===== config.mk =====
export PLATFORM = sky130hd
export DESIGN_NAME = encoder_move_controller
export DESIGN_NICKNAME = d
export VERILOG_FILES = /design/src/rtl/encoder_move_controller.sv
export SDC_FILE = /design/constraint.sdc
export NUM_CORES = 1
export LEC_CHECK = 0
export CORE_AREA = 2 2 101 103
export CTS_CLUSTER_SIZE = 12
export DETAILED_ROUTE_END_ITERATION = 7
export DIE_AREA = 0 0 103 105
export PLACE_DENSITY = 0.76
export SLEW_MARGIN = 20
export SYNTH_ARGS = -nofsm -noshare
export SYNTH_HDL_FRONTEND = slang
export SYNTH_SLANG_ARGS = --single-unit
export TNS_END_PERCENT = 30

===== constraint.sdc =====
create_clock -name clk -period 5.39 [get_ports clk]
set_input_delay 0.539 -clock clk [delete_from_list [all_inputs] [get_ports clk]]
set_output_delay 0.539 -clock clk [all_outputs]
set_load 0.02 [all_outputs]

===== src/rtl/encoder_move_controller.sv =====
// Closed-loop move sequencer: drives H-bridge dir/PWM enable toward a commanded encoder position.
// Latency: command accepted -> MOVE next cycle; motor_en/motor_dir/done/fault registered (one clk after decision).
// Backpressure: cmd_ready_o high only in IDLE/FAULT and never while abort_i; no command queueing.
//
// Ports:
//   clk, rst         clock, synchronous active-high reset
//   position_i       signed decoder count (already synchronous to clk)
//   cmd_valid_i/cmd_ready_o/cmd_target_i   target handshake
//   abort_i          level abort, forces IDLE with motor off
//   motor_en_o       PWM enable to H-bridge
//   motor_dir_o      1 = drive toward increasing position
//   busy_o           high in MOVE/SETTLE
//   done_o           one-cycle pulse on successful completion
//   fault_o          high in FAULT (stall or retries exhausted)
module encoder_move_controller #(
    parameter int PWM_BITS      = 8,
    parameter int FAST_DUTY     = 200,
    parameter int SLOW_DUTY     = 60,
    parameter int SLOW_ZONE     = 64,
    parameter int TOL           = 2,
    parameter int SETTLE_CYCLES = 50000,
    parameter int STALL_CYCLES  = 2000000,
    parameter int MAX_RETRY     = 3
) (
    input  logic               clk,
    input  logic               rst,
    input  logic signed [15:0] position_i,
    input  logic               cmd_valid_i,
    input  logic signed [15:0] cmd_target_i,
    output logic               cmd_ready_o,
    input  logic               abort_i,
    output logic               motor_en_o,
    output logic               motor_dir_o,
    output logic               busy_o,
    output logic               done_o,
    output logic               fault_o
);

    localparam int SET_W = $clog2(SETTLE_CYCLES + 2);
    localparam int STL_W = $clog2(STALL_CYCLES + 2);
    localparam int RTY_W = $clog2(MAX_RETRY + 2);

    localparam logic [16:0]      TOL_L       = 17'(TOL);
    localparam logic [16:0]      ZONE_L      = 17'(SLOW_ZONE);
    localparam logic [31:0]      FAST_L      = 32'(FAST_DUTY);
    localparam logic [31:0]      SLOW_L      = 32'(SLOW_DUTY);
    localparam logic [SET_W-1:0] SETTLE_LAST = SET_W'(SETTLE_CYCLES - 1);
    localparam logic [STL_W-1:0] STALL_LAST  = STL_W'(STALL_CYCLES - 1);
    localparam logic [RTY_W-1:0] RETRY_MAX   = RTY_W'(MAX_RETRY);

    typedef enum logic [1:0] {
        ST_IDLE,
        ST_MOVE,
        ST_SETTLE,
        ST_FAULT
    } state_t;

    state_t               state_q, state_d;
    logic signed [15:0]   target_q, target_d;
    logic [RTY_W-1:0]     retry_q, retry_d;
    logic [STL_W-1:0]     stall_q, stall_d;
    logic [SET_W-1:0]     settle_q, settle_d;
    logic [PWM_BITS-1:0]  pwm_cnt_q, pwm_cnt_d;
    logic signed [15:0]   pos_prev_q, pos_prev_d;
    logic                 motor_en_q, motor_en_d;
    logic                 motor_dir_q, motor_dir_d;
    logic                 done_q, done_d;
    logic                 fault_q, fault_d;

    // Error is formed one bit wider than the operands so a full-range
    // target/position difference never wraps.
    logic signed [16:0]   err_s;
    logic [16:0]          aerr;
    logic                 on_target;
    logic                 pwm_on;
    logic                 pos_moved;
    logic [STL_W-1:0]     stall_inc;
    logic [31:0]          duty;

    assign err_s     = {target_q[15], target_q} - {position_i[15], position_i};
    assign aerr      = err_s[16] ? $unsigned(-err_s) : $unsigned(err_s);
    assign on_target = (aerr <= TOL_L);
    assign duty      = (aerr > ZONE_L) ? FAST_L : SLOW_L;
    // Compared at 32 bits so a duty of 2**PWM_BITS or more means always on.
    assign pwm_on    = (32'(pwm_cnt_q) < duty);
    assign pos_moved = (position_i != pos_prev_q);
    assign stall_inc = stall_q + STL_W'(1);

    assign cmd_ready_o = ((state_q == ST_IDLE) || (state_q == ST_FAULT)) && !abort_i;
    assign busy_o      = (state_q == ST_MOVE) || (state_q == ST_SETTLE);
    assign motor_en_o  = motor_en_q;
    assign motor_dir_o = motor_dir_q;
    assign done_o      = done_q;
    assign fault_o     = fault_q;

    always_ff @(posedge clk) begin
        if (rst) begin
            state_q     <= ST_IDLE;
            target_q    <= '0;
            retry_q     <= '0;
            stall_q     <= '0;
            settle_q    <= '0;
            pwm_cnt_q   <= '0;
            pos_prev_q  <= '0;
            motor_en_q  <= 1'b0;
            motor_dir_q <= 1'b0;
            done_q      <= 1'b0;
            fault_q     <= 1'b0;
        end else begin
            state_q     <= state_d;
            target_q    <= target_d;
            retry_q     <= retry_d;
            stall_q     <= stall_d;
            settle_q    <= settle_d;
            pwm_cnt_q   <= pwm_cnt_d;
            pos_prev_q  <= pos_prev_d;
            motor_en_q  <= motor_en_d;
            motor_dir_q <= motor_dir_d;
            done_q      <= done_d;
            fault_q     <= fault_d;
        end
    end

    always_comb begin
        state_d     = state_q;
        target_d    = target_q;
        retry_d     = retry_q;
        stall_d     = stall_q;
        settle_d    = settle_q;
        pwm_cnt_d   = pwm_cnt_q + PWM_BITS'(1);
        pos_prev_d  = position_i;
        motor_en_d  = 1'b0;
        motor_dir_d = motor_dir_q;
        done_d      = 1'b0;
        fault_d     = fault_q;

        if (abort_i) begin
            state_d  = ST_IDLE;
            fault_d  = 1'b0;
            stall_d  = '0;
            settle_d = '0;
        end else begin
            case (state_q)
                ST_IDLE, ST_FAULT: begin
                    if (cmd_valid_i) begin
                        target_d = cmd_target_i;
                        retry_d  = '0;
                        stall_d  = '0;
                        settle_d = '0;
                        fault_d  = 1'b0;
                        state_d  = ST_MOVE;
                    end
                end

                ST_MOVE: begin
                    motor_dir_d = !err_s[16] && (err_s != '0);
                    if (on_target) begin
                        settle_d = '0;
                        state_d  = ST_SETTLE;
                    end else if (!pos_moved && (stall_inc == STALL_LAST)) begin
                        // Counter reaches its last value on the STALL_CYCLES-th
                        // cycle since the position last changed.
                        fault_d = 1'b1;
                        state_d = ST_FAULT;
                    end else begin
                        motor_en_d = pwm_on;
                        stall_d    = pos_moved ? '0 : stall_inc;
                    end
                end

                ST_SETTLE: begin
                    settle_d = settle_q + SET_W'(1);
                    if (settle_q == SETTLE_LAST) begin
                        if (on_target) begin
                            done_d  = 1'b1;
                            state_d = ST_IDLE;
                        end else if (retry_q == RETRY_MAX) begin
                            fault_d = 1'b1;
                            state_d = ST_FAULT;
                        end else begin
                            retry_d  = retry_q + RTY_W'(1);
                            stall_d  = '0;
                            settle_d = '0;
                            state_d  = ST_MOVE;
                        end
                    end
                end

                default: state_d = ST_IDLE;
            endcase
        end
    end

endmodule


==> results.md, run 1 <==
* Status: complete, no violations
* Maximum VDD drop at 161 uV
* Post-synthesis async set-or-reset flop share at 0%
* Nets@finish at 830
* Fin crit period at 5150 ps
* Cell count after synthesis at 718
* CP Class: primary input to register
* Startpoint Class: primary input
* DP Area at 6250 um^2
* Drt drc at 0
* Crit-path cells: clkdlybuf4s50_1 > inv_1 > ha_1 > and2_4 > a221o_1 > or3_4 > a2111oi_4 > nand4_1 > o32a_1 > o22a_1 > or4_1 > or3_1 > ha_1 > a21o_1 > a21o_1 > a211oi_1 > and4_1
* Final GP Congestion at 0.887
* Slowest CP cell: or4_1
* Core area at 9640 um^2
* Rows at 36
* PortBufs at 41
* Slew @ Worst Pin at 669 ps
* # diodes at 0
* Clk Latency, worst-skew pair at 370 ps
* DIE WIDTH at 103 um
* Mapped Avg Cell Area at 7.80 um^2
* Share of cells above drive strength 1 at 8.33%
* Routed Antenna Nets at 0
* Number of synthesized flops with an enable pin at 0
* Crit-path max cell delay at 500 ps
* Total global-route track usage at 27.6%
* Setup-failing EPs final at 0
* Via density per instance at 6.06
* Cell taking the most area after synthesis: dfxtp_1
* I/O pin cnt at 42
* Static leakage power at 0.00250 uW
* Synth Area in Simple Gates at 27.2%
* Post-CTS setup buffer count at 0
* FILL cells at 862
* H-tree Lvls at 3
* Hold Vio Cnt, Final at 0
* Ys Warns at 0
* Power per cell area at 213 nW/um^2
* Antenna violations before repair at 0
* Commonest non-fill, non-tap cells in the layout: dfxtp_1 (86), nand2_1 (84), nor2_1 (72), a21oi_1 (49), clkdlybuf4s50_1 (41)
* Vias in the first global route at 5,334
* First-pass GRT wire length at 24,300 um
* Seq cells post-synth at 86
* Routed wire length per instance at 15.6 um
* Most common cell after layout, fill and taps aside: dfxtp_1
* CP arrival at 5450 ps
* CP required at 5690 ps
* Area Overhead vs Synth at 15.3%
* Synth Area in Compound Gates at 24.8%
* Clock tree buffer depth at 2
* Worst setup EP type: register
* Total Die Area at 10,800 um^2
* Register area share after synthesis at 30.7%
* Initial Util at 58.1%
* Max Fclk at 0.194 GHz
* CTS Sinks at 86
* RR Startpoint: target_q[0]$_SDFFE_PP0P_
* Max FO, Critical Path at 4
* Clock Root Buffer: clkbuf_8
* Slew HR at 55.1%
* WL final at 14,100 um
* Mux cell area share after synthesis at 1.25%
* Main flop type after synthesis: dfxtp_1
* Post-synthesis xor/xnor area fraction at 5.00%
* Top-area cell type share of the netlist area at 30.7%
* Worst Skew at 10.7 ps
* Max-cap violations at 0
* Non-filler instance count after layout at 901
* DR iter-0 viols at 277
* CTS tree: yes
* Drt pass-1 iters at 5
* Worst min-delay path category: register to register
* Vias at 5,459
* Period utilization at 95.5%
* Main combinational cell family by area after synthesis: simple AND/OR/NAND/NOR gates
* Worst setup path startpoint: position_i[4]
* Synth Cell Area at 5600 um^2
* Syn Nets at 784
* Top cells by area, synth: dfxtp_1 (31%), ha_1 (6.5%), nand2_1 (5.6%), nor2_1 (4.8%), a21oi_1 (4.6%)
* Worst hold path startpoint: pwm_cnt_q[0]$_SDFF_PP0_
* Unique masters post-synth at 81
* Total congestion overflow at 0
* Largest net degree at the start of global routing at 50
* Final Slew Violations at 0
* DP HPWL at 10,500 um
* Die H at 105 um
* Adder and majority cell fraction of the synthesized area at 6.83%
* RSZ-0062 raised after global routing: false
* DP Cell Count at 886
* CTS clk-pin slew, worst paths at 80 ps
* Fin area at 6460 um^2
* Number of buffers created by CTS at 9
cell usage after synthesis, drive strengths merged (3+ instances only):
library cell	instances
dfxtp	86
nand2	84
nor2	72
a21oi	52
nand3	36
o21ai	35
ha	29
inv	28
clkbuf	24
o211ai	21
xnor2	21
and3	15
a31oi	14
nand4	14
nor3	12
a21o	11
or3	11
xor2	11
a211oi	10
and2	8
nand2b	8
o31ai	8
buf	7
mux2i	7
and4	6
nor2b	6
or2	6
a41oi	4
nor4	4
or4	4
a2111oi	3
a221o	3
a22o	3
nor3b	3
nor4b	3
o31a	3
or3b	3
or4b	3
metal layers:
metal  vias up  GRT usage [%]  wire length (um)
met5         -              0                 0
met4         0           8.27               218
met3        19           5.08               613
met2       143           47.7              7200
met1      2576           34.2              6050
li1       2721              -                 -
repair_timing:
action	4_1_cts	5_1_grt
setup endpoints to repair	0	1
resized for setup	0	7
hold buffers	0	0
critical path: cells and delay by family:
kind                     cells  cell delay, ps
AO/OA/AOI/OAI                7            1790
adder cells (fa/ha/maj)      2             650
AND/OR/NAND/NOR              6            1930
buffers and inverters        2             540
report_power, final:
| group | switching (uW) | internal, uW |
|---|---|---|
| sequential | 9.00 | 650 |
| clock | 223 | 190 |
| combinational | 170 | 134 |
logic make-up (layout without fill, tap and decap cells):
logic type	count (synthesis)	after routing
fa+ha+maj	30	30
buf+inv	59	109
simple gates	302	302
xor+xnor	32	32
flops	86	86
mux	7	7
compound gates	202	202
state kept, by name, indices dropped and copies added, names as in the netlist:
name         count
stall_q         21
done_o           1
fault_o          1
pwm_cnt_q        8
state_q          2
target_q        16
settle_q        16
retry_q          3
pos_prev_q      16
motor_en_o       1
motor_dir_o      1
metrics by stage:
step	TNS [ps]	hold WS [ps]	util (%)	power [uW]	worst slack (ps)
2_1_floorplan	0	413	-	869	366
3_3_place_gp	0	425	64.8	960	44.0
3_5_place_dp	-81.2	435	64.8	969	-68.5
4_1_cts	0	453	66.6	1380	300
5_1_grt	0	488	67.0	1450	13.7
6_report	0	456	67.0	1380	241
worst paths after layout:
check | slack [ps] | cells past startpoint | endpoint
hold reg to reg | 460 | 1 | pwm_cnt_q[0]$_SDFF_PP0_
hold / removal | 460 | 1 | pwm_cnt_q[0]$_SDFF_PP0_
setup reg to reg | 610 | 17 | motor_en_o$_SDFF_PP0_
setup / recovery | 240 | 17 | motor_en_o$_SDFF_PP0_
area by class of cell:
cell class	count	area, um^2	share of cell area [%]
Multi-Input combinational cell	573	3690	57.1
Sequential cell	86	1720	26.7
Tap cell	133	166	2.58
Timing Repair Buffer	66	611	9.46
Clock inverter	1	5.00	0.0775
Clock buffer	14	163	2.52
Inverter	28	105	1.63
No activity file was read; power rests on OpenSTA's default activity.
==> inputs of run 2 (changes only) <==
--- a/config.mk
+++ b/config.mk
@@ -5,11 +5,12 @@
 export SDC_FILE = /design/constraint.sdc
 export NUM_CORES = 1
 export LEC_CHECK = 0
-export CORE_AREA = 2 2 101 103
+export ABC_CLOCK_PERIOD_IN_PS = 5980
+export CORE_AREA = 2 2 100 102
 export CTS_CLUSTER_SIZE = 12
 export DETAILED_ROUTE_END_ITERATION = 7
-export DIE_AREA = 0 0 103 105
-export PLACE_DENSITY = 0.76
+export DIE_AREA = 0 0 102 104
+export PLACE_DENSITY = 0.8
 export SLEW_MARGIN = 20
 export SYNTH_ARGS = -nofsm -noshare
 export SYNTH_HDL_FRONTEND = slang
==> constraint.sdc (replaced) <==
create_clock -name clk -period 5.98 [get_ports clk]
set_input_delay 0.598 -clock clk [delete_from_list [all_inputs] [get_ports clk]]
set_output_delay 0.598 -clock clk [all_outputs]
set_load 0.02 [all_outputs]
==> results.md, run 2 (synthesis gave the netlist of run 1 again) <==
* Period utilization at 91.2%
* PortBufs at 41 (unchanged)
* Post-CTS setup buffer count at 0 (unchanged)
* Static leakage power at 0.00242 uW (-2.9%)
* CTS clk-pin slew, worst paths at 90 ps (about the same)
* Setup TNS at 0 ps (unchanged)
* Reg area at 1720 um^2 (unchanged)
* Crit-path cells: clkdlybuf4s50_1 > inv_1 > ha_1 > and2_4 > a221o_1 > or3_4 > a2111oi_4 > nand4_1 > o32a_1 > o22a_1 > or4_1 > or3_1 > ha_1 > a21o_1 > a21o_1 > a211oi_1 > and4_1
* DIE WIDTH at 102 um (-0.97%)
* Routed wire length per instance at 15.9 um (+1.7%)
* Clock Root Buffer: clkbuf_8
* Power per cell area at 204 nW/um^2 (-4.1%)
* Slowest CP cell: clkdlybuf4s50_1
* DP Area at 6130 um^2 (-1.9%)
* Startpoint Class: primary input
* CTS resizes at 0 (unchanged)
* Dpl ws at 232 ps (+300 ps)
* RSZ-0062 raised after global routing: false
* Largest net degree at the start of global routing at 50 (unchanged)
* Number of buffers created by CTS at 9 (unchanged)
* Max reg flops at 21 (unchanged)
* Total power at 1300 uW (-5.7%)
* Setup-failing EPs final at 0 (unchanged)
* Fin crit period at 5450 ps
* CTS Hold Bufs at 0 (unchanged)
* Rows at 36 (unchanged)
* Vias at 5,477 (+0.33%)
* Initial Util at 58.7% (+0.55 points)
* Vias in the first global route at 5,269 (-1.2%)
* CP delay by family, top: simple AND/OR/NAND/NOR gates
* Die H at 104 um (-0.95%)
* DP HPWL at 10,400 um (-0.89%)
* CTS Sinks at 86 (unchanged)
* Most common cell after layout, fill and taps aside: dfxtp_1
* CP arrival at 5770 ps (+320 ps)
* DR iter-0 viols at 280 (+1.1%)
* Drt drc at 0 (unchanged)
* Total congestion overflow at 0 (unchanged)
* Max-cap violations at 0 (unchanged)
* Total global-route track usage at 27.4% (-0.13 points)
* H-tree Lvls at 3 (unchanged)
* Worst Skew at 10.8 ps (+0.105 ps)
* CP required at 6290 ps (+600 ps)
* Maximum VDD drop at 163 uV (+0.92%)
* Multi-input gate area at 3650 um^2 (-0.88%)
* Number of buffers and inverters on the critical path at 2 (unchanged)
* Fin area at 6350 um^2 (-1.6%)
* Slew @ Worst Pin at 757 ps (+87.3 ps)
* Area Overhead vs Synth at 13.4%
* Core area at 9550 um^2 (-0.93%)
* Drt pass-1 iters at 4 (-1)
* Total Die Area at 10,600 um^2 (-1.9%)
* Status: complete, no violations
* I/O pin cnt at 42 (unchanged)
* # diodes at 0 (unchanged)
* Max Fclk at 0.183 GHz
* Routed Antenna Nets at 0 (unchanged)
* Antenna violations before repair at 0 (unchanged)
* Reg2reg setup slack at 920 ps (+310 ps)
* Via density per instance at 6.17 (+1.9%)
* Final GP Congestion at 0.935 (+5.4%)
* Clk Latency, worst-skew pair at 370 ps (about the same)
* Final Slew Violations at 0 (unchanged)
* First-pass GRT wire length at 24,000 um (-1.4%)
* Setup ws final at 527 ps (+286 ps)
* CP Class: primary input to register
* Commonest non-fill, non-tap cells in the layout: dfxtp_1 (86), nand2_1 (84), nor2_1 (72), a21oi_1 (51), clkdlybuf4s50_1 (41)
* Worst setup EP type: register
* FILL cells at 823 (-4.5%)
* Hold Vio Cnt, Final at 0 (unchanged)
* CTS tree: yes
* Biggest register: stall_q
* Max FO, Critical Path at 5 (+1)
* Crit-path max cell delay at 490 ps (about the same)
* Worst min-delay path category: register to register
* Clock tree buffer depth at 2 (unchanged)
* WL final at 14,100 um (about the same)
* Slew HR at 49.1% (-6.0 points)
* Nets@finish at 815 (-1.8%)
* Share of cells above drive strength 1 at 6.50% (-1.8 points)
[run 2: changes by cell type in the layout (fill, tap and decap cells not counted), sizes merged]
| cell | delta |
|---|---|
| buf | -15 |
| bufinv | +1 |
| clkbuf | -2 |
| clkinvlp | +2 |
[run 2: layout make-up]
class / count / area share [%]
inverter: 28 / 1.65
clock inverter: 4 / 0.847
clock buffer: 12 / 2.60
sequential: 86 / 27.1
tap: 133 / 2.62
multi-input combinational: 573 / 57.5
timing repair buffer: 51 / 7.64
[run 2: final timing paths]
path         cells past startpoint                startpoint                 endpoint
max                             17             position_i[4]    motor_en_o$_SDFF_PP0_
min                              1   pwm_cnt_q[0]$_SDFF_PP0_  pwm_cnt_q[0]$_SDFF_PP0_
max reg2reg                     17  target_q[0]$_SDFFE_PP0P_    motor_en_o$_SDFF_PP0_
min reg2reg                      1   pwm_cnt_q[0]$_SDFF_PP0_  pwm_cnt_q[0]$_SDFF_PP0_
[run 2: per-stage QoR]
stage                     std cells  utilization (%)  hold WS [ps]
after floorplan                 718                -           413
after global placement          871             64.2           424
after detailed placement        871             64.2           439
after CTS                       887             66.5           452
after global routing            887             66.5           478
final                           887             66.5           448
[run 2: power by group]
group	internal [uW]	switching, uW
clock	228	218
combinational	109	151
sequential	586	7.39
[run 2: worst register-to-register path, delay by kind of cell (launching register included)]
kind | cells | cell delay (ps)
buf+inv | 1 | 50
xor+xnor | 1 | 170
flops | 1 | 340
simple gates | 7 | 2610
compound gates | 5 | 900
fa+ha+maj | 3 | 920
[run 2: metal layers]
| layer | GRT usage, % | wire length [um] | part of all wire, % | vias up |
|---|---|---|---|---|
| met5 | 0 | 0 | 0 | - |
| met4 | 10.5 | 306 | 2.2 | 0 |
| met3 | 4.44 | 594 | 4.2 | 28 |
| met2 | 46.5 | 7110 | 50 | 145 |
| met1 | 34.5 | 6090 | 43 | 2616 |
| li1 | - | - | - | 2688 |
==> inputs of run 3 (changes only) <==
--- a/config.mk
+++ b/config.mk
@@ -11,7 +11,6 @@
 export DETAILED_ROUTE_END_ITERATION = 7
 export DIE_AREA = 0 0 102 104
 export PLACE_DENSITY = 0.8
-export SLEW_MARGIN = 20
 export SYNTH_ARGS = -nofsm -noshare
 export SYNTH_HDL_FRONTEND = slang
 export SYNTH_SLANG_ARGS = --single-unit
==> results.md, run 3 (synthesis gave the netlist of run 1 again) <==
* Status: complete, no violations
* Routed Antenna Nets at 0 (unchanged)
* Via density per instance at 6.19 (+0.26%)
* Maximum VDD drop at 209 uV (+29%)
* CTS Sinks at 86 (unchanged)
* CP Class: primary input to register
* CTS tree: yes
* Slew HR at 10.4% (-39 points)
* Slew @ Worst Pin at 1330 ps (+575 ps)
* Crit-path cells: clkdlybuf4s50_1 > inv_1 > ha_1 > and2_4 > a221o_1 > or3_4 > a2111oi_4 > nand4_1 > o32a_1 > o22a_1 > or4_1 > or3_1 > ha_1 > a21o_1 > a21o_1 > a211oi_1 > and4_1
* Power per cell area at 210 nW/um^2 (+2.5%)
* Nets@finish at 815 (unchanged)
* Drt drc at 0 (unchanged)
* Antenna violations before repair at 0 (unchanged)
* Rows at 36 (unchanged)
* CP required at 6300 ps (about the same)
* Final GP Congestion at 0.935 (unchanged)
* Initial Util at 58.7% (unchanged)
* Core area at 9550 um^2 (unchanged)
* Startpoint Class: primary input
* CTS Hold Bufs at 0 (unchanged)
* PortBufs at 41 (unchanged)
* DIE WIDTH at 102 um (unchanged)
* Biggest register: stall_q
* Area Overhead vs Synth at 13.5% (about the same)
* Total Die Area at 10,600 um^2 (unchanged)
* Routed wire length per instance at 16.1 um (+1.2%)
* GRT met1 Usage at 33.6% (-0.90 points)
* RR Startpoint: target_q[0]$_SDFFE_PP0P_
* Vias in the first global route at 5,309 (+0.76%)
* Max FO, Critical Path at 5 (unchanged)
* Largest net degree at the start of global routing at 50 (unchanged)
* Clk Latency, worst-skew pair at 380 ps (about the same)
* Busiest layer in global routing: met2
* Clock tree buffer depth at 2 (unchanged)
* DR iter-0 viols at 226 (-19%)
* I/O pin cnt at 42 (unchanged)
* Max-cap violations at 0 (unchanged)
* First-pass GRT wire length at 23,900 um (about the same)
* Max reg flops at 21 (unchanged)
* Setup-failing EPs final at 0 (unchanged)
* CTS resizes at 0 (unchanged)
* Fin crit period at 5480 ps (+25.0 ps)
* Vias at 5,491 (+0.26%)
* DP HPWL at 10,500 um (+0.45%)
* Share of cells above drive strength 1 at 6.37% (-0.13 points)
* Setup TNS at 0 ps (unchanged)
* Setup ws final at 502 ps (-25.0 ps)
* CTS clk-pin slew, worst paths at 80 ps (about the same)
* Drt pass-1 iters at 5 (+1)
* Clock Root Buffer: clkbuf_8
* Total power at 1330 uW (+2.6%)
* Number of buffers created by CTS at 9 (unchanged)
* RSZ-0062 raised after global routing: false
* Final Slew Violations at 0 (unchanged)
* Most common cell after layout, fill and taps aside: dfxtp_1
* Grt met2 use at 46.3% (-0.23 points)
* Worst setup path startpoint: position_i[4]
* # diodes at 0 (unchanged)
* Dpl ws at 150 ps (-82.0 ps)
* Max Fclk at 0.183 GHz (-0.46%)
* WL final at 14,300 um (+1.2%)
* M3 GR Usage at 6.92% (+2.5 points)
* CP arrival at 5800 ps (+30 ps)
* Total congestion overflow at 0 (unchanged)
* Commonest non-fill, non-tap cells in the layout: dfxtp_1 (86), nand2_1 (84), nor2_1 (72), a21oi_1 (51), clkdlybuf4s50_1 (41)
* Static leakage power at 0.00243 uW (+0.34%)
* Period utilization at 91.6% (+0.42 points)
* Reg2Reg Depth at 17 (unchanged)
* Worst Skew at 11.1 ps (+0.311 ps)
* Slowest CP cell: clkdlybuf4s50_1
* Crit-path max cell delay at 510 ps (+20 ps)
* Worst min-delay path category: register to register
* Worst hold path startpoint: pwm_cnt_q[0]$_SDFF_PP0_
* Hold Vio Cnt, Final at 0 (unchanged)
* Die H at 104 um (unchanged)
* FILL cells at 828 (+0.61%)
* Post-CTS setup buffer count at 0 (unchanged)
* Total global-route track usage at 27.6% (+0.20 points)
* Worst setup EP type: register
* H-tree Lvls at 3 (unchanged)
* Hold path cells at 1 (unchanged)
==> run 3: cell types whose count changed in the layout (fill, tap and decap cells not counted), sizes merged <==
cell / delta
clkbuf: -2
clkinvlp: -1
bufinv: +1
inv: +1
clkinv: +1
==> run 3: area by class of cell <==
cell class                      instances  area [um^2]  share of cell area [%]
Timing Repair Buffer                   51          485                    7.64
Tap cell                              133          166                    2.62
Sequential cell                        86         1720                    27.1
Clock inverter                          6         93.8                    1.48
Clock buffer                           10          138                    2.16
Multi-Input combinational cell        573         3650                    57.4
Inverter                               28          105                    1.65
==> run 3: power by group <==
part	leakage [uW]	internal [uW]	switching, uW
registers	0.000700	586	7.57
logic	0.00162	109	151
clock network	0.000113	249	229
total	0.00243	945	387
==> run 3: metrics by stage <==
step,utilization [%],area [um^2],hold slack (ps),std cells
after floorplan,-,5600,413,718
after global placement,64.2,6130,424,871
after detailed placement,64.2,6130,439,871
after CTS,66.6,6360,452,887
after global routing,66.6,6360,485,887
final,66.6,6360,449,887
==> run 3: final timing paths <==
kind,slack (ps),to
setup / recovery,500,motor_en_o$_SDFF_PP0_
hold / removal,450,pwm_cnt_q[0]$_SDFF_PP0_
setup reg to reg,880,motor_en_o$_SDFF_PP0_
hold reg to reg,450,pwm_cnt_q[0]$_SDFF_PP0_
==> run 3: critical path, delay by kind of cell <==
family          cells  cell delay [ps]
simple gates        6             2030
compound gates      7             1900
fa+ha+maj           2              680
buf+inv             2              580
==> run 3: per-layer routing <==
| metal | vias up | wire (um) |
|---|---|---|
| met5 | - | 0 |
| met3 | 31 | 699 |
| met2 | 165 | 7120 |
| met4 | 0 | 337 |
| li1 | 2691 | - |
| met1 | 2604 | 6110 |
